File: config.mk
export PLATFORM = sky130hd
export DESIGN_NAME = alu_issue_queue
export DESIGN_NICKNAME = d
export VERILOG_FILES = /design/src/rtl/alu_issue_queue.sv
export SDC_FILE = /design/constraint.sdc
export NUM_CORES = 1
export LEC_CHECK = 0
export CORE_ASPECT_RATIO = 0.75
export CORE_MARGIN = 5
export CORE_UTILIZATION = 30
export CTS_CLUSTER_SIZE = 16
export DETAILED_ROUTE_END_ITERATION = 10
export PLACE_DENSITY = 0.59
export SKIP_CTS_REPAIR_TIMING = 1
export SLEW_MARGIN = 20
export SYNTH_ARGS = -nofsm -noshare
export SYNTH_HDL_FRONTEND = slang
export SYNTH_SLANG_ARGS = --single-unit
File: constraint.sdc
create_clock -name clk -period 2.3 [get_ports clk]
set_clock_uncertainty 0.2 [all_clocks]
set_input_delay 0.345 -clock clk [delete_from_list [all_inputs] [get_ports clk]]
set_output_delay 0.345 -clock clk [all_outputs]
set_load 0.1 [all_outputs]
File: src/rtl/alu_issue_queue.sv
// Command FIFO feeding an external combinational ALU, with a registered valid/ready result stage.
// Optional ALU_ISSUE_CNT_EN adds an 8-bit cmd_cnt output counting pops since reset.
module alu_issue_queue #(
  parameter int DEPTH = 4,
  parameter int AW    = 2
) (
  input  logic          clk,
  input  logic          reset,
  input  logic          in_valid,
  output logic          in_ready,
  input  logic [1:0]    in_code,
  input  logic [3:0]    in_a,
  input  logic [3:0]    in_b,
  output logic [1:0]    alu_code,
  output logic [3:0]    alu_a,
  output logic [3:0]    alu_b,
  input  logic [4:0]    alu_c,
  output logic          out_valid,
  input  logic          out_ready,
  output logic [1:0]    out_code,
  output logic [4:0]    out_data,
  output logic [AW:0]   level
`ifdef ALU_ISSUE_CNT_EN
  ,
  output logic [7:0]    cmd_cnt
`endif
);

  logic [9:0]    mem [DEPTH];
  logic [AW-1:0] rd_ptr;
  logic [AW-1:0] wr_ptr;
  logic [9:0]    head;
  logic          empty;
  logic          full;
  logic          push;
  logic          pop;

  assign empty    = (level == '0);
  assign full     = (level == (AW+1)'(DEPTH));
  assign in_ready = !full;
  assign push     = in_valid && !full;
  // pop decision uses start-of-cycle occupancy, so a fresh push never pops on the same edge
  assign pop      = !empty && (!out_valid || out_ready);
  assign head     = mem[rd_ptr];

  always_comb begin
    alu_code = '0;
    alu_a    = '0;
    alu_b    = '0;
    if (!empty) begin
      alu_code = head[9:8];
      alu_a    = head[7:4];
      alu_b    = head[3:0];
    end
  end

  always_ff @(posedge clk) begin
    if (push) mem[wr_ptr] <= {in_code, in_a, in_b};
  end

  always_ff @(posedge clk or posedge reset) begin
    if (reset) begin
      rd_ptr    <= '0;
      wr_ptr    <= '0;
      level     <= '0;
      out_valid <= 1'b0;
      out_code  <= '0;
      out_data  <= '0;
    end else begin
      if (push) wr_ptr <= wr_ptr + AW'(1);
      if (pop) begin
        rd_ptr    <= rd_ptr + AW'(1);
        out_valid <= 1'b1;
        out_code  <= head[9:8];
        out_data  <= alu_c;
      end else if (out_valid && out_ready) begin
        out_valid <= 1'b0;
      end
      case ({push, pop})
        2'b10:   level <= level + (AW+1)'(1);
        2'b01:   level <= level - (AW+1)'(1);
        default: level <= level;
      endcase
    end
  end

`ifdef ALU_ISSUE_CNT_EN
  always_ff @(posedge clk or posedge reset) begin
    if (reset)    cmd_cnt <= '0;
    else if (pop) cmd_cnt <= cmd_cnt + 8'd1;
  end
`endif

endmodule

==> impl_metrics.env, run 1 <==
export IMPL_status="finished with violations"
export IMPL_violations="negative setup slack"
export IMPL_die_area_mm2=0.00931
export IMPL_layout_setup_ws_ns=-0.0497
export IMPL_critPathMaxStageDelay_ns=0.47
export IMPL_yosysWarnings=0
export IMPL_core_area_mm2=0.00730
export IMPL_cts_buffers=5
export IMPL_drcViolationCount=0
export IMPL_drt_iter0_markers=24
export IMPL_crit_required_ns=1.75
export IMPL_drt_wirelength_per_cell_um=15.3
export IMPL_critPathSlowestCell="mux4_2"
export IMPL_rsz0062_at_grt="true"
export IMPL_dpl_cell_area_mm2=0.00301
export IMPL_crit_chain="buf_12 -> buf_12 -> mux4_2 -> nor2b_2 -> buf_12"
export IMPL_post_synth_top_count_cell="edfxtp_1"
export IMPL_slew_headroom_pct=58.5
export IMPL_finalCriticalPeriod_ns=2.35
export IMPL_rows=27
export IMPL_globalRouteOverflowTotal=0
export IMPL_start_util_pct=30.7
export IMPL_clock_sinks=55
export IMPL_grt_pass1_wl_um=6780
export IMPL_yosys_top_cells_count="40 x edfxtp_1, 15 x dfrtp_1, 10 x mux4_2, 10 x nor2b_1"
export IMPL_synth_edf_count=40
export IMPL_clk_pin_slew_worst_paths_ns=0.09
export IMPL_cts_max_level=2
export IMPL_synth_seq_area_share_pct=70.4
export IMPL_syn_area_mm2=0.00224
export IMPL_area_growth_pct=43.0
export IMPL_start_kind="flip-flop"
export IMPL_hpwl_um=3110
export IMPL_synth_top_cell_area_share_pct=53.7
export IMPL_drv_slew=0
export IMPL_cts_root_buf="clkbuf_8"
export IMPL_num_io_pins=41
export IMPL_synth_top_flop_cell="edfxtp_1"
export IMPL_clk_insertion_delay_late_ns=0.30
export IMPL_vias_per_cell=4.35
export IMPL_place_congestion=0.786
export IMPL_drt_pass1_iterations=4
export IMPL_post_route_period_util_pct=102
export IMPL_async_flop_share_pct=27.3
export IMPL_ys_types=24
export IMPL_max_cap_violations=0
export IMPL_worst_path_buf_inv=3
export IMPL_antenna_found_initial=0
export IMPL_crit_type="reg2out"
export IMPL_fillCellCount=647
export IMPL_grt_pass1_vias=1316
export IMPL_hold_path_class="in2async"
export IMPL_setup_viol=9
export IMPL_n_antenna_cell=0
export IMPL_grt_max_degree=18
export IMPL_path_max_fanout=6
export IMPL_fmax_ghz=0.426
export IMPL_syn_avg_cell_area_um2=18.8
export IMPL_ys_ff_latch=55
export IMPL_hold_violations=0
export IMPL_fp_dieH_um=84.8
export IMPL_crit_arrival_ns=1.80
export IMPL_port_buffers=40
export IMPL_critPathTopFamily="multiplexers"
export IMPL_cp_end_kind="output pin"
export IMPL_crit_top_cell="buf_12"
export IMPL_syn_nets=144
export IMPL_synth_area_leader_cell="edfxtp_1"
export IMPL_fin_nets=204
export IMPL_tightest_slew_ns=0.622
export IMPL_die_w_um=110
export IMPL_finalWirelength_um=4290
export IMPL_synth_area_leaders="edfxtp_1 54%, dfrtp_1 17%, mux4_2 10%"
export IMPL_vias=1221
export IMPL_cts_tree="done"
export IMPL_grt_use_total_pct=9.91
export IMPL_drive_above_1_share_pct=49.4
export IMPL_fin_area_mm2=0.00320
export IMPL_tns_ns=-0.312
export IMPL_cts_path_max_buffers=2
export IMPL_postRouteAntennaNets=0
export IMPL_syn_inst=119
[flip-flops by register name, indices dropped and copies added, names as in the netlist]
| signal | flops |
|---|---|
| wr_ptr | 2 |
| out_data | 5 |
| level | 3 |
| out_code | 2 |
| mem | 40 |
| rd_ptr | 2 |
| out_valid | 1 |
[through the flow]
step	instances	hold WS, ns	util [%]	setup slack, ns
detailed placement	266	0.305	41.2	-0.165
CTS	274	0.222	42.4	-0.206
global placement	266	0.297	41.2	-0.133
floorplan	119	0.0465	-	-0.366
global route	281	0.270	43.9	-0.126
finish	281	0.208	43.9	-0.0497
[layout by cell type (no fill, tap or decap), types with 2 or more instances in the layout]
| cell | n |
|---|---|
| and3_2 | 4 |
| buf_12 | 16 |
| buf_4 | 22 |
| clkbuf_8 | 5 |
| clkdlybuf4s50_1 | 18 |
| clkinv_2 | 2 |
| dfrtp_1 | 11 |
| dfrtp_4 | 3 |
| edfxtp_1 | 40 |
| ha_1 | 4 |
| inv_1 | 5 |
| inv_2 | 2 |
| mux2_2 | 7 |
| mux4_2 | 10 |
| nor2b_4 | 8 |
| xnor2_1 | 2 |
| xor2_1 | 4 |
[cell families (layout without fill, tap and decap cells)]
group	after synthesis	after routing	share of synthesized area, %
adder cells (fa/ha/maj)	6	6	3.69
multiplexers	19	19	14.7
AND/OR/NAND/NOR	22	22	6.60
XOR/XNOR	6	6	2.35
buffers and inverters	11	72	2.24
flip-flops	55	55	70.4
[path summary, 6_finish.rpt]
path | cells after the start | slack [ns] | from | to
setup / recovery | 5 | -0.05 | rd_ptr[0] | alu_a[0]
hold / removal | 2 | 0.21 | reset | level[0]
setup reg to reg | 9 | 0.05 | level[0] | level[2]
hold reg to reg | 1 | 0.32 | out_code[1] | out_code[1]
max in group asynchronous | 2 | 1.24 | reset | level[2]
min in group clk | 1 | 0.32 | out_code[1] | out_code[1]
[routing by layer]
metal / share of wire (%) / wire length (um) / up-vias / GRT usage, %
met3: 5.2 / 222 / 8 / 3.38
li1: - / - / 558 / -
met2: 53 / 2270 / 33 / 16.7
met4: 2.6 / 110 / 0 / 3.96
met5: 0 / 0 / - / 0
met1: 39 / 1690 / 622 / 11.6
[cell type report]
class                           instances  area [um2]  share of cell area (%)
Clock buffer                            5        68.8                    2.15
Clock inverter                          3        18.8                   0.586
Timing Repair Buffer                   57         677                    21.1
Tap cell                              101         126                    3.95
Multi-Input combinational cell         53         694                    21.7
Sequential cell                        55        1590                    49.6
Inverter                                7        26.3                   0.821
Power of run 1 is left out: the tool's default activity adds up to more than one toggle a clock period on the data nets, which glitch-free logic cannot reach.
==> run 2: changes to the inputs <==
--- a/config.mk
+++ b/config.mk
@@ -6,7 +6,6 @@
 export NUM_CORES = 1
 export LEC_CHECK = 0
 export CORE_ASPECT_RATIO = 0.75
-export CORE_MARGIN = 5
 export CORE_UTILIZATION = 30
 export CTS_CLUSTER_SIZE = 16
 export DETAILED_ROUTE_END_ITERATION = 10
==> run 2 against run 1 <==
  * The flow now finishes without violations
  * Design area decreased by 1.8%
  * Die area fell by 16%
  * Register-to-register slack about the same
  * Sequential share of layout area up 0.97 points
  * Non-clock buffer count decreased by 3
  * First-iteration DRC count up 42%
  * Largest cell class unchanged
==> impl_metrics.env, run 2 (same netlist as run 1, synthesis figures left out) <==
export IMPL_status="completed"
export IMPL_cts_max_level=2
export IMPL_die_area_mm2=0.00781
export IMPL_fin_nets=201
export IMPL_cts_tree="done"
export IMPL_hold_violations=0
export IMPL_drive_above_1_share_pct=49.2
export IMPL_rows=26
export IMPL_grt_max_degree=18
export IMPL_crit_required_ns=1.75
export IMPL_grt_use_total_pct=12.4
export IMPL_critPathMaxStageDelay_ns=0.51
export IMPL_reg_largest_list="mem: 40 flops, out_data: 5 flops, level: 3 flops"
export IMPL_core_area_mm2=0.00703
export IMPL_start_util_pct=31.9
export IMPL_drcViolationCount=0
export IMPL_grt_pass1_vias=1378
export IMPL_clk_pin_slew_worst_paths_ns=0.10
export IMPL_cts_path_max_buffers=2
export IMPL_cp_end_kind="output pin"
export IMPL_drt_iter0_markers=34
export IMPL_hold_path_class="in2async"
export IMPL_vias=1202
export IMPL_setup_viol=0
export IMPL_postRouteAntennaNets=0
export IMPL_vias_per_cell=4.37
export IMPL_port_buffers=40
export IMPL_critPathSlowestCell="mux4_2"
export IMPL_crit_chain="buf_6 -> mux4_2 -> nor2b_4 -> buf_12"
export IMPL_finalCriticalPeriod_ns=2.27
export IMPL_clock_sinks=55
export IMPL_clk_insertion_delay_late_ns=0.30
export IMPL_layout_commonest_cell="edfxtp_1"
export IMPL_tightest_slew_ns=0.628
export IMPL_fillCellCount=636
export IMPL_die_w_um=102
export IMPL_area_growth_pct=40.4
export IMPL_globalRouteOverflowTotal=0
export IMPL_drv_slew=0
export IMPL_dpl_cell_area_mm2=0.00300
export IMPL_regMostFlops="mem"
export IMPL_start_kind="flip-flop"
export IMPL_post_route_period_util_pct=98.5
export IMPL_slew_headroom_pct=58.1
export IMPL_antenna_found_initial=0
export IMPL_cts_buffers=5
export IMPL_grt_pass1_wl_um=7100
export IMPL_fmax_ghz=0.441
export IMPL_fin_area_mm2=0.00314
export IMPL_place_congestion=0.672
export IMPL_path_max_fanout=5
export IMPL_drt_pass1_iterations=4
export IMPL_layout_common_cells="40 x edfxtp_1, 21 x buf_4, 18 x clkdlybuf4s50_1"
export IMPL_place_ws_ns=-0.169
export IMPL_rsz0062_at_grt="true"
export IMPL_finalWirelength_um=4280
export IMPL_cts_root_buf="clkbuf_8"
export IMPL_fp_dieH_um=76.8
export IMPL_layout_setup_ws_ns=0.0345
export IMPL_max_cap_violations=0
export IMPL_hpwl_um=3090
export IMPL_crit_arrival_ns=1.72
export IMPL_num_io_pins=41
export IMPL_crit_type="reg2out"
export IMPL_drt_wirelength_per_cell_um=15.6
export IMPL_n_antenna_cell=0
export IMPL_largest_reg_flops=40
## run 2: cell type report
class                   count  area [um2]  share of cell area [%]
clock inverters             2        16.3                   0.518
inverters                   7        26.3                   0.836
flip-flops and latches     55        1590                    50.6
well taps                  98         123                    3.90
clock buffers               6        82.6                    2.63
multi-input cells          53         701                    22.3
repair buffers             54         603                    19.2
## run 2: through the flow
stage | util [%] | TNS [ns] | std cells | hold WS (ns)
final | 44.7 | 0 | 275 | 0.211
after global routing | 44.7 | -0.101 | 275 | 0.267
after CTS | 44.1 | -0.909 | 272 | 0.225
after detailed placement | 42.6 | -0.218 | 264 | 0.298
after global placement | 42.6 | -0.109 | 264 | 0.293
after floorplan | - | -0.802 | 119 | 0.0465
## run 2: final timing paths
kind                                  start           to  slack, ns  cells after the start
worst max-delay path              rd_ptr[0]  alu_code[0]       0.03                      4
worst min-delay path                  reset  out_data[1]       0.21                      2
worst max register to register     level[0]     level[2]       0.04                      9
worst min register to register  out_data[1]  out_data[1]       0.32                      1
max in group asynchronous             reset     level[1]       1.22                      2
min in group clk                out_data[1]  out_data[1]       0.32                      1
## run 2: worst max-delay path, delay by kind of cell, from the launching register on
kind	cells	cell delay, ns
buf+inv	2	0.32
flops	1	0.43
mux	1	0.51
simple gates	1	0.15
## run 2: metal layers
layer | wire (um) | GRT usage [%] | share of wire [%] | up-vias
met2 | 2270 | 22.0 | 53 | 27
li1 | - | - | - | 549
met3 | 151 | 3.37 | 3.5 | 5
met4 | 38 | 3.04 | 0.89 | 0
met5 | 0 | 0 | 0 | -
met1 | 1820 | 14.9 | 43 | 621
Power of run 2 is left out for the same reason.
==> run 3: changes to the inputs <==
--- a/config.mk
+++ b/config.mk
@@ -5,6 +5,7 @@
 export SDC_FILE = /design/constraint.sdc
 export NUM_CORES = 1
 export LEC_CHECK = 0
+export CAP_MARGIN = 20
 export CORE_ASPECT_RATIO = 0.75
 export CORE_UTILIZATION = 30
 export CTS_CLUSTER_SIZE = 16
@@ -15,3 +16,4 @@
 export SYNTH_ARGS = -nofsm -noshare
 export SYNTH_HDL_FRONTEND = slang
 export SYNTH_SLANG_ARGS = --single-unit
+export TNS_END_PERCENT = 5
==> run 3 against run 2 <==
  * Via count fell by 2.2%
  * Critical path depth unchanged
  * Core utilization shrank 0.59 points
  * Hold slack lost 0.0070 ns
  * Design area shrank 1.3%
  * Global-route usage down 0.35 points
  * Register-to-register slack lost 0.02 ns
  * Cell count decreased by 0.36%
  * First-iteration DRC count fell by 2.9%
==> impl_metrics.env, run 3 (same netlist as run 1, synthesis figures left out) <==
export IMPL_layout_cells_non_filler=274
export IMPL_cts_path_max_buffers=2
export IMPL_grt_use_total_pct=12.1
export IMPL_critPathTopFamily="multiplexers"
export IMPL_cts_tree="done"
export IMPL_path_depth=4
export IMPL_post_route_period_util_pct=99.6
export IMPL_vias_per_cell=4.29
export IMPL_cp_startpoint="rd_ptr[0]"
export IMPL_area_growth_pct=38.5
export IMPL_crit_chain="buf_6 -> mux4_2 -> and2b_1 -> buf_12"
export IMPL_setup_viol=0
export IMPL_critPathSlowestCell="mux4_2"
export IMPL_drv_slew=0
export IMPL_drt_pass1_iterations=4
export IMPL_n_antenna_cell=0
export IMPL_start_util_pct=31.9
export IMPL_hold_violations=0
export IMPL_slew_headroom_pct=59.5
export IMPL_clk_pin_slew_worst_paths_ns=0.10
export IMPL_r2r_end="level[2]"
export IMPL_endpoint="alu_code[1]"
export IMPL_port_buffers=40
export IMPL_tightest_slew_ns=0.607
export IMPL_finalCriticalPeriod_ns=2.29
export IMPL_max_cap_violations=0
export IMPL_layout_common_cells="40 x edfxtp_1, 21 x buf_4, 18 x clkdlybuf4s50_1"
export IMPL_critPathMaxStageDelay_ns=0.52
export IMPL_path_max_fanout=8
export IMPL_hpwl_um=3080
export IMPL_start_kind="flip-flop"
export IMPL_core_area_mm2=0.00703
export IMPL_largest_reg_flops=40
export IMPL_layout_commonest_cell="edfxtp_1"
export IMPL_clock_sinks=55
export IMPL_postRouteAntennaNets=0
export IMPL_die_w_um=102
export IMPL_drt_wirelength_per_cell_um=15.8
export IMPL_r2r_start="level[1]"
export IMPL_dpl_cell_area_mm2=0.00295
export IMPL_crit_required_ns=1.75
export IMPL_fp_dieH_um=76.8
export IMPL_globalRouteOverflowTotal=0
export IMPL_rsz0062_at_grt="true"
export IMPL_clk_insertion_delay_late_ns=0.30
export IMPL_worstRegToRegCells=9
export IMPL_cts_buffers=5
export IMPL_r2r_setup_slack_ns=0.02
export IMPL_reg_largest_list="mem: 40 flops, out_data: 5 flops, level: 3 flops"
export IMPL_grt_pass1_wl_um=6890
export IMPL_worst_path_buf_inv=2
export IMPL_grt_pass1_vias=1308
export IMPL_hold_path_class="in2async"
export IMPL_cp_end_kind="output pin"
export IMPL_num_io_pins=41
export IMPL_cts_root_buf="clkbuf_8"
export IMPL_regMostFlops="mem"
export IMPL_drive_above_1_share_pct=47.7
export IMPL_dp_cells=263
export IMPL_die_area_mm2=0.00781
export IMPL_fmax_ghz=0.436
export IMPL_fin_area_mm2=0.00310
export IMPL_drcViolationCount=0
export IMPL_fin_util_pct=44.1
export IMPL_status="completed"
export IMPL_vias=1176
export IMPL_place_congestion=0.690
export IMPL_antenna_found_initial=0
export IMPL_finalWirelength_um=4340
export IMPL_crit_type="reg2out"
export IMPL_fin_nets=200
export IMPL_rows=26
export IMPL_cts_max_level=2
export IMPL_grt_max_degree=17
export IMPL_drt_iter0_markers=33
export IMPL_crit_arrival_ns=1.75
## run 3: changes by cell type in the layout (fill, tap and decap cells not counted), sizes merged
cell / before / now
clkinvlp: 1 / 0
clkbuf: 6 / 7
buf: 36 / 35
## run 3: worst reg2reg max path, cell delays in order, from the launching register on
cell and delay [ns]:
dfrtp_4 0.49, or3b_4 0.38, and2_4 0.16, inv_4 0.05, ha_4 0.12, inv_2 0.04, fa_2 0.32, xor2_1 0.14
nor2_1 0.11, xor2_1 0.18
## run 3: final cells by class
class | count | area [um2]
inverter | 7 | 28.8
tap | 98 | 123
clock inverter | 1 | 8.76
multi-input combinational | 53 | 664
sequential | 55 | 1590
fill | 639 | 3930
clock buffer | 7 | 86.3
timing repair buffer | 53 | 601
## run 3: metrics by stage
step	hold slack [ns]	setup TNS (ns)	worst slack, ns
finish	0.204	0	0.00834
global route	0.243	-0.0902	-0.0523
CTS	0.232	-0.204	-0.0833
detailed placement	0.303	-0.407	-0.295
global placement	0.295	-0.0833	-0.0833
floorplan	0.0465	-1.88	-0.366
## run 3: worst min-delay path by stage
stage,to,from,slack (ns)
CTS,out_valid,reset,0.23
global route,out_valid,reset,0.24
finish,level[1],reset,0.20
global placement,out_data[0],out_data[0],0.30
detailed placement,out_data[2],out_data[2],0.30
floorplan,out_code[0],reset,0.05
## run 3: per-layer routing
metal / up-vias / share of wire, % / GRT usage [%]
met5: - / 0 / 0
met4: 0 / 0.55 / 3.48
met3: 2 / 3.1 / 3.01
met2: 18 / 52 / 20.1
met1: 608 / 44 / 15.6
li1: 548 / - / -
Power of run 3 is left out for the same reason.
